<file path="src/rtl/vga_timing_generator_if.sv">
// Raster timing bundle: pixel strobe in, syncs/coordinates/strobes out.
// The generator owns the master side; pixel pipelines take the slave side.
interface vga_timing_generator_if #(
    parameter int unsigned CNT_WIDTH = 10
);
    logic                 enable;
    logic                 out_Hsync;
    logic                 out_Vsync;
    logic                 out_active;
    logic [CNT_WIDTH-1:0] column_count;
    logic [CNT_WIDTH-1:0] row_count;
    logic                 line_start;
    logic                 frame_start;

    modport master (
        input  enable,
        output out_Hsync,
        output out_Vsync,
        output out_active,
        output column_count,
        output row_count,
        output line_start,
        output frame_start
    );

    modport slave (
        output enable,
        input  out_Hsync,
        input  out_Vsync,
        input  out_active,
        input  column_count,
        input  row_count,
        input  line_start,
        input  frame_start
    );
endinterface

</file>
<file path="src/rtl/vga_timing_generator.sv">
// Parametrised raster timing generator: per-axis active/front/sync/back phase FSMs,
// column/row counters and registered syncs, data-enable and line/frame strobes.
module vga_timing_generator #(
    parameter int unsigned H_ACTIVE   = 640,
    parameter int unsigned H_FRONT    = 16,
    parameter int unsigned H_SYNC     = 96,
    parameter int unsigned H_BACK     = 48,
    parameter int unsigned V_ACTIVE   = 480,
    parameter int unsigned V_FRONT    = 10,
    parameter int unsigned V_SYNC     = 2,
    parameter int unsigned V_BACK     = 33,
    parameter bit          H_SYNC_POL = 1'b0,
    parameter bit          V_SYNC_POL = 1'b0,
    parameter int unsigned CNT_WIDTH  = 10
) (
    input logic                    clock,
    input logic                    reset,
    vga_timing_generator_if.master bus
);
    localparam int unsigned H_TOTAL = H_ACTIVE + H_FRONT + H_SYNC + H_BACK;
    localparam int unsigned V_TOTAL = V_ACTIVE + V_FRONT + V_SYNC + V_BACK;
    localparam longint unsigned CNT_SPAN = 64'(1) << CNT_WIDTH;

    if (H_ACTIVE == 0 || H_FRONT == 0 || H_SYNC == 0 || H_BACK == 0 ||
        V_ACTIVE == 0 || V_FRONT == 0 || V_SYNC == 0 || V_BACK == 0) begin : g_bad_phase
        $fatal(1, "vga_timing_generator: every active, porch and sync width must be >= 1");
    end

    if (CNT_SPAN <= 64'(H_TOTAL - 1) || CNT_SPAN <= 64'(V_TOTAL - 1)) begin : g_bad_width
        $fatal(1, "vga_timing_generator: CNT_WIDTH too narrow for H_TOTAL/V_TOTAL");
    end

    typedef logic [CNT_WIDTH-1:0] cnt_t;
    typedef enum logic [1:0] {
        PH_ACTIVE = 2'd0,
        PH_FRONT  = 2'd1,
        PH_SYNC   = 2'd2,
        PH_BACK   = 2'd3
    } phase_e;

    // Last coordinate of each phase; the BACK phase ends on the wrap coordinate.
    localparam cnt_t H_ACT_LAST   = cnt_t'(H_ACTIVE - 1);
    localparam cnt_t H_FRONT_LAST = cnt_t'(H_ACTIVE + H_FRONT - 1);
    localparam cnt_t H_SYNC_LAST  = cnt_t'(H_ACTIVE + H_FRONT + H_SYNC - 1);
    localparam cnt_t H_LAST       = cnt_t'(H_TOTAL - 1);
    localparam cnt_t V_ACT_LAST   = cnt_t'(V_ACTIVE - 1);
    localparam cnt_t V_FRONT_LAST = cnt_t'(V_ACTIVE + V_FRONT - 1);
    localparam cnt_t V_SYNC_LAST  = cnt_t'(V_ACTIVE + V_FRONT + V_SYNC - 1);
    localparam cnt_t V_LAST       = cnt_t'(V_TOTAL - 1);

    phase_e h_state, h_state_nxt;
    phase_e v_state, v_state_nxt;
    cnt_t   col, col_nxt;
    cnt_t   row, row_nxt;
    logic   h_wrap, v_wrap;
    logic   hsync_q, vsync_q, active_q, line_start_q, frame_start_q;

    // Phase state and counters
    always_ff @(posedge clock) begin
        if (reset) begin
            h_state <= PH_ACTIVE;
            v_state <= PH_ACTIVE;
            col     <= '0;
            row     <= '0;
        end else begin
            h_state <= h_state_nxt;
            v_state <= v_state_nxt;
            col     <= col_nxt;
            row     <= row_nxt;
        end
    end

    // Next phase/coordinate; the vertical axis moves only on a column wrap
    always_comb begin
        h_state_nxt = h_state;
        v_state_nxt = v_state;
        col_nxt     = col;
        row_nxt     = row;
        h_wrap      = 1'b0;
        v_wrap      = 1'b0;
        if (bus.enable) begin
            h_wrap  = (col == H_LAST);
            col_nxt = h_wrap ? '0 : col + cnt_t'(1);
            case (h_state)
                PH_ACTIVE: if (col == H_ACT_LAST)   h_state_nxt = PH_FRONT;
                PH_FRONT:  if (col == H_FRONT_LAST) h_state_nxt = PH_SYNC;
                PH_SYNC:   if (col == H_SYNC_LAST)  h_state_nxt = PH_BACK;
                PH_BACK:   if (h_wrap)              h_state_nxt = PH_ACTIVE;
                default:                            h_state_nxt = PH_ACTIVE;
            endcase
            if (h_wrap) begin
                v_wrap  = (row == V_LAST);
                row_nxt = v_wrap ? '0 : row + cnt_t'(1);
                case (v_state)
                    PH_ACTIVE: if (row == V_ACT_LAST)   v_state_nxt = PH_FRONT;
                    PH_FRONT:  if (row == V_FRONT_LAST) v_state_nxt = PH_SYNC;
                    PH_SYNC:   if (row == V_SYNC_LAST)  v_state_nxt = PH_BACK;
                    PH_BACK:   if (v_wrap)              v_state_nxt = PH_ACTIVE;
                    default:                            v_state_nxt = PH_ACTIVE;
                endcase
            end
        end
    end

    // Decode from next state so every output lines up with the coordinates it sits beside
    always_ff @(posedge clock) begin
        if (reset) begin
            hsync_q       <= ~H_SYNC_POL;
            vsync_q       <= ~V_SYNC_POL;
            active_q      <= 1'b1;
            line_start_q  <= 1'b0;
            frame_start_q <= 1'b0;
        end else begin
            hsync_q       <= (h_state_nxt == PH_SYNC) ? H_SYNC_POL : ~H_SYNC_POL;
            vsync_q       <= (v_state_nxt == PH_SYNC) ? V_SYNC_POL : ~V_SYNC_POL;
            active_q      <= (h_state_nxt == PH_ACTIVE) && (v_state_nxt == PH_ACTIVE);
            line_start_q  <= h_wrap;
            frame_start_q <= v_wrap;
        end
    end

    assign bus.out_Hsync    = hsync_q;
    assign bus.out_Vsync    = vsync_q;
    assign bus.out_active   = active_q;
    assign bus.column_count = col;
    assign bus.row_count    = row;
    assign bus.line_start   = line_start_q;
    assign bus.frame_start  = frame_start_q;
endmodule

</file>
<file path="src/flat_wrapper.sv">
// flat-port wrapper written by rule: the top's interface ports become plain ports
module vga_timing_generator_flat 
#(
    parameter int unsigned H_ACTIVE   = 640,
    parameter int unsigned H_FRONT    = 16,
    parameter int unsigned H_SYNC     = 96,
    parameter int unsigned H_BACK     = 48,
    parameter int unsigned V_ACTIVE   = 480,
    parameter int unsigned V_FRONT    = 10,
    parameter int unsigned V_SYNC     = 2,
    parameter int unsigned V_BACK     = 33,
    parameter bit          H_SYNC_POL = 1'b0,
    parameter bit          V_SYNC_POL = 1'b0,
    parameter int unsigned CNT_WIDTH  = 10
)
  (clock, reset, bus_enable, bus_out_Hsync, bus_out_Vsync, bus_out_active, bus_column_count, bus_row_count, bus_line_start, bus_frame_start);
  vga_timing_generator_if #(.CNT_WIDTH(CNT_WIDTH)) bus_i ();
  input logic clock;
  input logic reset;
  input wire logic [$bits(bus_i.enable)-1:0] bus_enable;
  output wire logic [$bits(bus_i.out_Hsync)-1:0] bus_out_Hsync;
  output wire logic [$bits(bus_i.out_Vsync)-1:0] bus_out_Vsync;
  output wire logic [$bits(bus_i.out_active)-1:0] bus_out_active;
  output wire logic [$bits(bus_i.column_count)-1:0] bus_column_count;
  output wire logic [$bits(bus_i.row_count)-1:0] bus_row_count;
  output wire logic [$bits(bus_i.line_start)-1:0] bus_line_start;
  output wire logic [$bits(bus_i.frame_start)-1:0] bus_frame_start;
  assign bus_i.enable = bus_enable;
  assign bus_out_Hsync = bus_i.out_Hsync;
  assign bus_out_Vsync = bus_i.out_Vsync;
  assign bus_out_active = bus_i.out_active;
  assign bus_column_count = bus_i.column_count;
  assign bus_row_count = bus_i.row_count;
  assign bus_line_start = bus_i.line_start;
  assign bus_frame_start = bus_i.frame_start;
  vga_timing_generator #(.H_ACTIVE(H_ACTIVE), .H_FRONT(H_FRONT), .H_SYNC(H_SYNC), .H_BACK(H_BACK), .V_ACTIVE(V_ACTIVE), .V_FRONT(V_FRONT), .V_SYNC(V_SYNC), .V_BACK(V_BACK), .H_SYNC_POL(H_SYNC_POL), .V_SYNC_POL(V_SYNC_POL), .CNT_WIDTH(CNT_WIDTH)) u_core (.clock(clock), .reset(reset), .bus(bus_i));
endmodule
</file>
<file path="config.mk">
export PLATFORM = sky130hd
export DESIGN_NAME = vga_timing_generator_flat
export DESIGN_NICKNAME = d
export VERILOG_FILES = /design/src/rtl/vga_timing_generator_if.sv /design/src/rtl/vga_timing_generator.sv /design/src/flat_wrapper.sv
export SDC_FILE = /design/constraint.sdc
export NUM_CORES = 1
export LEC_CHECK = 0
export ABC_CLOCK_PERIOD_IN_PS = 5600
export CELL_PAD_IN_SITES_DETAIL_PLACEMENT = 1
export CELL_PAD_IN_SITES_GLOBAL_PLACEMENT = 2
export CORE_MARGIN = 2
export CORE_UTILIZATION = 33
export CTS_CLUSTER_DIAMETER = 100
export CTS_CLUSTER_SIZE = 8
export DETAILED_ROUTE_END_ITERATION = 8
export PLACE_DENSITY_LB_ADDON = 0.1
export SLEW_MARGIN = 20
export SYNTH_ARGS = -nofsm -noshare
export SYNTH_HDL_FRONTEND = slang
export SYNTH_SLANG_ARGS = --single-unit
</file>
<file path="constraint.sdc">
create_clock -name clock -period 5.6 [get_ports clock]
set_clock_uncertainty 0.15 [all_clocks]
set_input_delay 0.84 -clock clock [delete_from_list [all_inputs] [get_ports clock]]
set_output_delay 0.84 -clock clock [all_outputs]
set_load 0.005 [all_outputs]
</file>
**After elaboration in Yosys (flattened, before gate mapping)**

Cells that the tools add are included.

- Register bits: 29
- Input port bits: 3
- Output and inout bits: 25
- Word-level logic and storage cells: 54

- Add/subtract/negate cells: 2
- Equality and inequality tests: 16
- Multiplexer cells: 17
- Bitwise logic cells: 2
- Reductions and logical operators: 8

Operator list:

| operator | number |
|---|---|
| $eq A10 B10 Y1 const B | 5 |
| $eq A10 B9 Y1 const B | 3 |
| $mux W2 | 11 |
| $add A10 B1 Y10 const B | 2 |
| $mux W10 | 2 |
| $pmux W2 S4 | 2 |
| $eq A2 B2 Y1 const B | 6 |
| $logic_not A2 Y1 | 4 |
| $eq A2 B1 Y1 const B | 2 |
| $reduce_or A3 Y1 | 1 |
| $mux W1 | 2 |
| $not A1 Y1 | 2 |
| $reduce_and A2 Y1 | 1 |
| $reduce_or A2 Y1 | 1 |
| $logic_and A1 B1 Y1 | 1 |

**Longest topological paths before layout**

Gate-level depths: netlist of run 1.

- Word-level depth: 7
- Depth in mapped cells: 8
- Depth with buffers taken out: 7

**Worst setup path after synthesis of run 1**

OpenSTA, ideal clock, no wires.

- Kind: input-to-reg
- From: input bus_enable
- To: register u_core.vsync_q, in the netlist u_core.bus.out_Vsync
- Library setup time: 0.127 ns
- Arrival: 1.841 ns
- Data required time: 5.323 ns
- Setup slack: 3.482 ns
- Cell stages on the path: 6
- Path buffers: 1
- Cell sequence: and4_1 > and4_1 > buf_4 > a21oi_1 > a31oi_1 > or3_1

- Word-level cells in the longest chain between the ends: 3

Ends and longest elaborated chain:

| item | RTL line | text |
|---|---|---|
| start: declaration | flat_wrapper.sv:20 | `input wire logic [$bits(bus_i.enable)-1:0] bus_enable;` |
| $mux W2 | vga_timing_generator.sv:81 | `if (bus.enable) begin` |
| $eq A2 B2 Y1 | vga_timing_generator.sv:115 | `vsync_q <= (v_state_nxt == PH_SYNC) ? V_SYNC_POL : ~V_SYNC_POL;` |
| $mux W1 | vga_timing_generator.sv:115 |  |
| end signal: assignment | vga_timing_generator.sv:109 | `vsync_q <= ~V_SYNC_POL;` |
| end signal: assignment | vga_timing_generator.sv:115 |  |
| end: declaration | vga_timing_generator.sv:56 | `logic hsync_q, vsync_q, active_q, line_start_q, frame_start_q;` |

Every way passes these cells.
A chain may end at the register's enable or synchronous reset.

**Worst setup path in the final report of run 1**

- From: input bus_enable
- To: register u_core.active_q, in the netlist u_core.bus.out_active

- Word-level cells in the longest chain between the ends: 3
- Elaborated cells on any way between the ends: 5
- Those cells by class: mux (2); reduce/logical (3)

Ends and longest elaborated chain:

| item | RTL line | text |
|---|---|---|
| $mux W2 | vga_timing_generator.sv:81 |  |
| $logic_not A2 Y1 | vga_timing_generator.sv:116 | `active_q <= (h_state_nxt == PH_ACTIVE) && (v_state_nxt == PH_ACTIVE);` |
| $logic_and A1 B1 Y1 * | vga_timing_generator.sv:116 |  |
| end signal: assignment | vga_timing_generator.sv:116 |  |
| end: declaration | vga_timing_generator.sv:56 |  |

Mark *: on every way between the ends. The rest lies on a longest branch, timed or not.

==> results.md, run 1 <==
- Worst setup path class: input port to flip-flop
- Post-route DRC: 0
- Status: finished clean
- Routability Congestion: approximately 0.73
- CTS resizes: 0
- H-tree Lvls: 2
- Final period utilization: about half
- Routed via count: 1,191
- DP Area: 1720 µm²
- Maximum clock rate: 345 MHz
- CTS tree: yes
- Clock-pin slew on the worst setup and hold paths: roughly 0.070 ns
- FP Rows: 23
- Post-Syn Area: 1430 µm²
- Vias in the first global route: 1,241
- Num CTS Buffers: 5
- Critical Path Start Type: input port
- Unrepaired setup endpoints after global routing: no
- Core Area: 4090 µm²
- Crit path max fanout: 15
- Synth Register Bits: 29
- Synth Warn #: 0
- Port buffer count: 27
- Worst skew pair latency: 0.27 ns
- Final Critical Period: 2.90 ns
- Post-CTS setup buffers: 0
- Critical Path RT: about 5.6 ns
- DIE WIDTH: 69.8 µm
- Max-cap viol count: 0
- Slew Viols, Final: 0
- Crit path largest cell delay: 0.60 ns
- Worst R2R Start: u_core.bus.column_count[0]
- Largest net degree at the start of global routing: 16
- Wirelength, routed: approximately 3600 µm
- Full die area: 4870 µm²
- # IOs: 28
- Worst-Margin Slew: 0.562 ns
- Post-route antenna net violation count: 0
- Lkg Pwr: 0.000657 µW
- Multi-input logic area: 790 µm²
- Top-area cell type share of the netlist area: 40.6%
- Drt initial violations: 81
- Post-synth EDFFs: 0
- Post-synthesis sequential area ratio: 40.6%
- Mapped Cells: approximately 160
- Max-slew headroom at the worst pin: 62.6%
- Clock Sink Count: 29
- Layout fillers: 479
- Diodes inserted: 0
- Syn Area/Cell: 9.22 µm²
- Synth top area cells: dfxtp_1, nor2_1, xor2_1, nand4_1, xnor2_1
- Maximum vdd ir drop: 0.365 mV
- Final Setup Violations: 0
- GR Overflow Total: 0
- Dpl hpwl: 2620 µm
- Hold Path Origin: u_core.h_state[0]
- Pwr Density: ~260 nW/µm²
- Reg2reg setup slack: ~3.3 ns
- First-pass GRT wire length: 6110 µm
- Layout Area Growth over Synthesis: 29.6%
- Syn nets: 162
- Commonest non-fill, non-tap cell in the layout: dfxtp_1
- CP max stage cell: clkdlybuf4s50_1
- Most frequent cells in the layout: dfxtp_1, clkdlybuf4s50_1, nor2_1
- Non-Filler Cell Area, Final: 1850 µm²
- Post-synthesis cell type count: 42
- Clock tree buffer depth: 2
- Initial Util: a little over a third
- CP cell instances: clkdlybuf4s50_1, and4_1, and4_1, a21oi_1, a31o_1, a31o_1
- CTS Root Cell: clkbuf_8
- Setup crit end kind: flip-flop
- Drt wl/cell: 15.6 µm
- Worst Path Arrival: ~2.9 ns
- CTS hold repair buffers: 0
- Vias per cell: 5.09
- Asr flop ratio synth: 0%
- Hold Vio Cnt, Final: 0
- Antenna violations before repair: 0
- NumNets Final: between 150 and 200
- Worst hold path class: flip-flop to flip-flop
- Die height: 69.8 µm
- Final setup TNS: 0 ns
- Leading area contributor after synthesis: dfxtp_1
- DRT Pass-1 Iters: 4
- Share of cells above drive strength 1: 9.78%
- Main synth FF type: dfxtp_1
- GRT Overall Usage: 15.5%
- Critical path origin: bus_enable
- Sequential cell area: 581 µm²
[report_power, final]
group | total [µW] | internal, µW | switching (µW)
sequential | 209 | 208 | 1.72
combinational | 12.6 | 6.25 | 6.30
clock | 260 | 177 | 83.6
[metrics by stage]
stage	util [%]	cells	hold WS (ns)	worst slack, ns	power [µW]
after floorplan	-	155	0.318	3.48	220
after global placement	42.0	226	0.342	2.55	227
after detailed placement	42.0	226	0.371	2.43	227
after CTS	45.3	234	0.367	2.72	490
after global routing	45.3	234	0.417	2.59	501
final	45.3	234	0.371	2.70	482
[state kept, by name (all words and copies together), names as in the netlist]
register / flops
u_core.bus.out_Hsync: 1
u_core.v_state: 2
u_core.bus.line_start: 1
u_core.bus.column_count: 10
u_core.bus.out_Vsync: 1
u_core.bus.out_active: 1
u_core.bus.row_count: 10
u_core.bus.frame_start: 1
u_core.h_state: 2
[cells by family after synthesis]
kind of cell / synth area share, %
AOI/OAI and AO/OA: 7.62
xor gates and xnor gates: 10.4
adders and majority gates: 3.50
buffers and inverters: 4.12
DFF: 40.6
muxes: 0.701
and+or+nand+nor: 33.0
[routing by layer]
metal,vias up,track usage (%),part of all wire (%)
met4,0,3.21,0.52
li1,604,-,-
met2,23,27.0,50
met1,562,18.9,45
met3,2,4.80,4.2
met5,-,0,0
[cell type report]
| type | count | share of cell area [%] |
|---|---|---|
| timing repair buffer | 27 | 14.6 |
| inverter | 4 | 0.811 |
| tap | 50 | 3.38 |
| clock inverter | 3 | 3.51 |
| clock buffer | 5 | 3.72 |
| multi-input combinational | 116 | 42.6 |
| sequential | 29 | 31.4 |
[worst max-delay path: cells and delay by family]
family	cells	cell delay (ns)
and+or+nand+nor	2	0.85
AOI/OAI and AO/OA	3	0.63
buffers and inverters	1	0.60
[path summary, 6_finish.rpt]
path         cells after the start                     to
max reg2reg                      6  u_core.bus.out_active
min                              2      u_core.h_state[1]
min reg2reg                      2      u_core.h_state[1]
max                              6  u_core.bus.out_active
[cell usage after synthesis (2+ instances only)]
cell,count
xnor2_1,7
nor4_2,2
o21ai_0,2
nor2_1,26
nand2b_1,2
inv_1,4
nand3_1,3
a21oi_1,6
a31o_1,2
xor2_1,10
dfxtp_1,29
and4_1,3
buf_2,2
buf_6,2
nand2_1,13
ha_1,4
nor3_1,3
nand4_1,11
(Power assumes the default switching activity.)
==> run 2, diff against run 1 <==
ABC_CLOCK_PERIOD_IN_PS = 2600   (was 5600)
CORE_UTILIZATION = 28   (was 33)
clock period = 2.6 ns   (was 5.6 ns; I/O delays follow)
==> run 2 against run 1 <==
Sequential share of layout area is 0.44 points lower. Total power up 85%. Register-to-register slack worse by 2.7 ns. First-iteration DRC count fell by 65%. Largest power group is now registers. Non-clock buffer count grew 5. Combinational power increased by 120%. Sequential power is 120% higher.
==> results.md, run 2 (same netlist as run 1, synthesis figures left out) <==
- Maximum vdd ir drop: between 0.15 and 0.2 mV
- Unrepaired setup endpoints after global routing: no
- Clock tree buffer depth: 2
- Antenna violations before repair: 0
- Die height: 75.4 µm
- Status: finished clean
- Final hold slack: 0.356 ns
- CTS Root Cell: clkbuf_8
- Critical Path Start Type: flip-flop
- Core Area: 4820 µm²
- Largest net degree at the start of global routing: 14
- Setup crit end kind: flip-flop
- Vias per cell: 4.93
- Routed via count: roughly 1,300
- Worst skew pair latency: around 0.28 ns
- Sequential cell area: approximately 580 µm²
- Diodes inserted: 0
- Post-route DRC: 0
- Max-slew headroom at the worst pin: around two thirds
- DP Area: ~1800 µm²
- Layout Area Growth over Synthesis: 31.4%
- Worst r2r dst: u_core.bus.row_count[6]
- Worst Path Arrival: 2.09 ns
- Clock Sink Count: 29
- Worst hold path class: flip-flop to flip-flop
- Final Critical Period: 2.06 ns
- Wirelength, routed: 3590 µm
- Port buffer count: 27
- Drt wl/cell: 14.0 µm
- NumNets Final: 195
- FP Rows: 25
- Pre-CTS setup slack: about 0.26 ns
- Lkg Pwr: 0.000668 µW
- Non-Filler Cell Area, Final: 1880 µm²
- Critical Path RT: approximately 2.6 ns
- First-pass GRT wire length: 6210 µm
- Final setup TNS: 0 ns
- Worst R2R Start: u_core.bus.column_count[0]
- DRT Pass-1 Iters: 4
- CTS tree: yes
- Post-route antenna net violation count: 0
- Full die area: ~5700 µm²
- Routability Congestion: 0.727
- # IOs: 28
- Final setup margin: 0.539 ns
- Layout fillers: 585
- Drt initial violations: 28
- Maximum clock rate: about 490 MHz
- Clock-pin slew on the worst setup and hold paths: 0.06 ns
- Share of cells above drive strength 1: 12.2%
- Max-cap viol count: 0
- Hold Vio Cnt, Final: 0
- Final Setup Violations: 0
- Initial Util: 29.7%
- Post-CTS setup buffers: 0
- Pwr Density: 474 nW/µm²
- Slew Viols, Final: 0
- Worst setup path class: flip-flop to flip-flop
- CTS hold repair buffers: 0
- H-tree Lvls: 2
- GRT Overall Usage: 14.8%
- GR Overflow Total: 0
- DIE WIDTH: 75.4 µm
- Vias in the first global route: roughly 1,300
- Length in cells of the worst reg-to-reg path: 7
- CP endpoint: u_core.bus.row_count[6]
- Reg2reg setup slack: 0.54 ns
- Final period utilization: 79.3%
- Worst-Margin Slew: ~0.48 ns
- Crit path max fanout: 8
- Num CTS Buffers: 5
- CTS resizes: 0
- Dpl hpwl: 2690 µm
- Commonest non-fill, non-tap cell in the layout: dfxtp_1
- Critical path origin: u_core.bus.column_count[0]
- Most frequent cells in the layout: dfxtp_1, clkdlybuf4s50_1, nor2_1
- Multi-input logic area: 790 µm²
[run 2: changes by cell type in the layout (fill, tap and decap cells not counted), sizes merged]
cell	change
buf	+5
bufinv	-2
clkbuf	+2
[run 2: final cells by class]
type | instances | share of cell area [%]
sequential | 29 | 30.9
timing repair buffer | 32 | 16.4
clock buffer | 7 | 5.13
inverter | 4 | 0.799
tap | 67 | 4.46
multi-input combinational | 116 | 42.0
clock inverter | 1 | 0.266
[run 2: worst min-delay path by stage]
stage,startpoint,slack [ns],cells past startpoint,to
global placement,u_core.h_state[0],0.34,2,u_core.h_state[1]
finish,u_core.h_state[0],0.36,2,u_core.h_state[1]
global route,u_core.h_state[0],0.40,2,u_core.h_state[1]
CTS,u_core.h_state[0],0.36,2,u_core.h_state[1]
floorplan,u_core.h_state[0],0.32,2,u_core.h_state[1]
detailed placement,u_core.h_state[0],0.35,2,u_core.h_state[1]
[run 2: through the flow]
step	std cells	power, µW	utilization (%)
6_report	256	891	39.0
3_3_place_gp	248	488	36.9
4_1_cts	256	906	39.0
5_1_grt	256	926	39.0
3_5_place_dp	248	490	36.9
2_1_floorplan	155	474	-
[run 2: power by group]
part,switching [µW],leakage [µW],internal (µW)
clock,172,0.0000542,239
sequential,3.88,0.000234,448
combinational,13.8,0.000380,14.6
[run 2: layer usage]
metal	track usage, %	wire [µm]	up-vias
li1	-	-	610
met1	16.8	1580	623
met2	25.4	1790	22
met3	4.50	148	7
met4	7.02	74	0
met5	0	0	-
[run 2: critical path: stages (launching register included)]
cell and delay, ns:
dfxtp_1 0.39, ha_1 0.21, and4_1 0.26, and4_1 0.37
buf_4 0.22, nand4_1 0.13, xor2_1 0.17, nor2_1 0.05
==> run 3, diff against run 2 <==
ABC_CLOCK_PERIOD_IN_PS = 1800   (was 2600)
clock period = 1.8 ns   (was 2.6 ns; I/O delays follow)
==> run 3 against run 2 <==
The flow now finishes with violations (negative setup slack). Maximum frequency rose by 10%. Non-clock buffer count rose by 31. Largest cell class unchanged. Routed wire length rose by 15%.
==> results.md, run 3 (same netlist as run 1, synthesis figures left out) <==
- Failing checks: negative setup slack
- # IOs: 28
- Worst-Margin Slew: 0.293 ns
- Worst Path Arrival: 1.88 ns
- Multi-input logic area: around 860 µm²
- Worst skew pair latency: about 0.28 ns
- Full die area: roughly 5700 µm²
- Final period utilization: 104%
- Hold Vio Cnt, Final: 0
- Share of cells above drive strength 1: around 33%
- Port buffer count: 27
- Reg2reg setup slack: -0.07 ns
- Setup crit end kind: flip-flop
- Layout Cells excl Fill: 287
- Critical Path Start Type: flip-flop
- Pre-CTS setup slack: -0.387 ns
- GRT Overall Usage: between 10% and 20%
- Most frequent cells in the layout: buf_4, nor2_1, clkdlybuf4s50_1
- Non-Filler Cell Area, Final: ~2200 µm²
- Dpl hpwl: 3180 µm
- Num CTS Buffers: 5
- Routability Congestion: 0.739
- Slew Viols, Final: 0
- Max-slew headroom at the worst pin: between 80% and 90%
- Unrepaired setup endpoints after global routing: yes
- Clock Sink Count: 29
- Critical Path RT: between 1.5 and 2 ns
- Drt initial violations: 34
- Drt wl/cell: about 14 µm
- Routed via count: between 1,000 and 1,500
- Worst R2R Start: u_core.bus.row_count[7]
- Hold Path Origin: u_core.h_state[0]
- CTS hold repair buffers: 0
- Length in cells of the worst reg-to-reg path: 5
- Maximum vdd ir drop: between 0.2 and 0.3 mV
- Wirelength, routed: 4120 µm
- DRT Pass-1 Iters: 3
- Vias per cell: 4.76
- Lkg Pwr: 0.000890 µW
- Post-route antenna net violation count: 0
- Commonest non-fill, non-tap cell in the layout: buf_4
- CTS Root Cell: clkbuf_8
- Largest net degree at the start of global routing: 10
- NumNets Final: 226
- Final Setup Violations: 2
- Core Area: 4820 µm²
- Status: finished with violations
- Layout fillers: 579
- Antenna violations before repair: 0
- Layout Area Growth over Synthesis: 54.2%
- Placed cell count: 274
- Hold path endpoint: u_core.h_state[1]
- Post-route DRC: 0
- Hold Path Depth: 2
- Worst hold path class: flip-flop to flip-flop
- Vias in the first global route: 1,454
- Total chip power: 1230 µW
- H-tree Lvls: 2
- Sequential cell area: 599 µm²
- Final Critical Period: 1.87 ns
- Initial Util: 29.7%
- Pwr Density: 556 nW/µm²
- Clock-pin slew on the worst setup and hold paths: 0.07 ns
- FP Rows: 25
- Final setup margin: -0.0679 ns
- Maximum clock rate: 535 MHz
- DP Area: 1990 µm²
- DIE WIDTH: 75.4 µm
- Diodes inserted: 0
- Worst r2r dst: u_core.bus.out_Vsync
- Clock tree buffer depth: 2
- CTS tree: yes
- GR Overflow Total: 0
- Die height: 75.4 µm
- First-pass GRT wire length: 6860 µm
- Max-cap viol count: 0
- Worst setup path class: flip-flop to flip-flop
- Crit path max fanout: 2
## run 3: how the worst max path moves through the flow
stage / end / cells after the start / from
after CTS: u_core.bus.out_Vsync / 5 / u_core.bus.row_count[7]
after global placement: u_core.bus.out_Vsync / 5 / bus_enable
after detailed placement: u_core.bus.row_count[7] / 7 / bus_enable
final: u_core.bus.out_Vsync / 5 / u_core.bus.row_count[7]
after global routing: u_core.bus.out_Vsync / 5 / u_core.bus.row_count[7]
after floorplan: u_core.bus.out_Vsync / 5 / u_core.bus.row_count[7]
## run 3: routing by layer
metal,routed length (µm),GRT usage (%)
met1,1680,17.9
met2,2170,29.5
met3,170,5.16
met4,102,6.43
met5,0,0
## run 3: area by class of cell
class                      instances  area share, %
inverter                           4          0.681
sequential                        29           27.2
clock buffer                       8           3.63
timing repair buffer              63           25.7
multi-input combinational        116           39.0
tap                               67           3.80
## run 3: through the flow
step	utilization (%)	hold WS (ns)	setup TNS (ns)
floorplan	-	0.224	-0.0314
global placement	41.2	0.329	-5.93
detailed placement	41.2	0.344	-6.66
CTS	44.4	0.356	-0.517
global route	45.7	0.380	-0.468
finish	45.7	0.355	-0.0900
## run 3: repair_timing
| action | 4_1_cts | 5_1_grt |
|---|---|---|
| endpoints found under the setup margin | 16 | 27 |
| gates resized for setup | 14 | 15 |
| pin swaps | 6 | 17 |
| buffers inserted | 3 | 2 |
## run 3: critical path: stages (launching register included)
cell     delay, ns
dfxtp_2       0.32
or3_4         0.39
nor4_4        0.27
a21o_1        0.18
a31oi_1       0.09
or3_1         0.35
## run 3: where the power goes
| part | internal (µW) | switching, µW |
|---|---|---|
| Sequential | 645 | 4.70 |
| Combinational | 31.8 | 26.0 |
| Clock | 274 | 245 |
| Total | 951 | 275 |
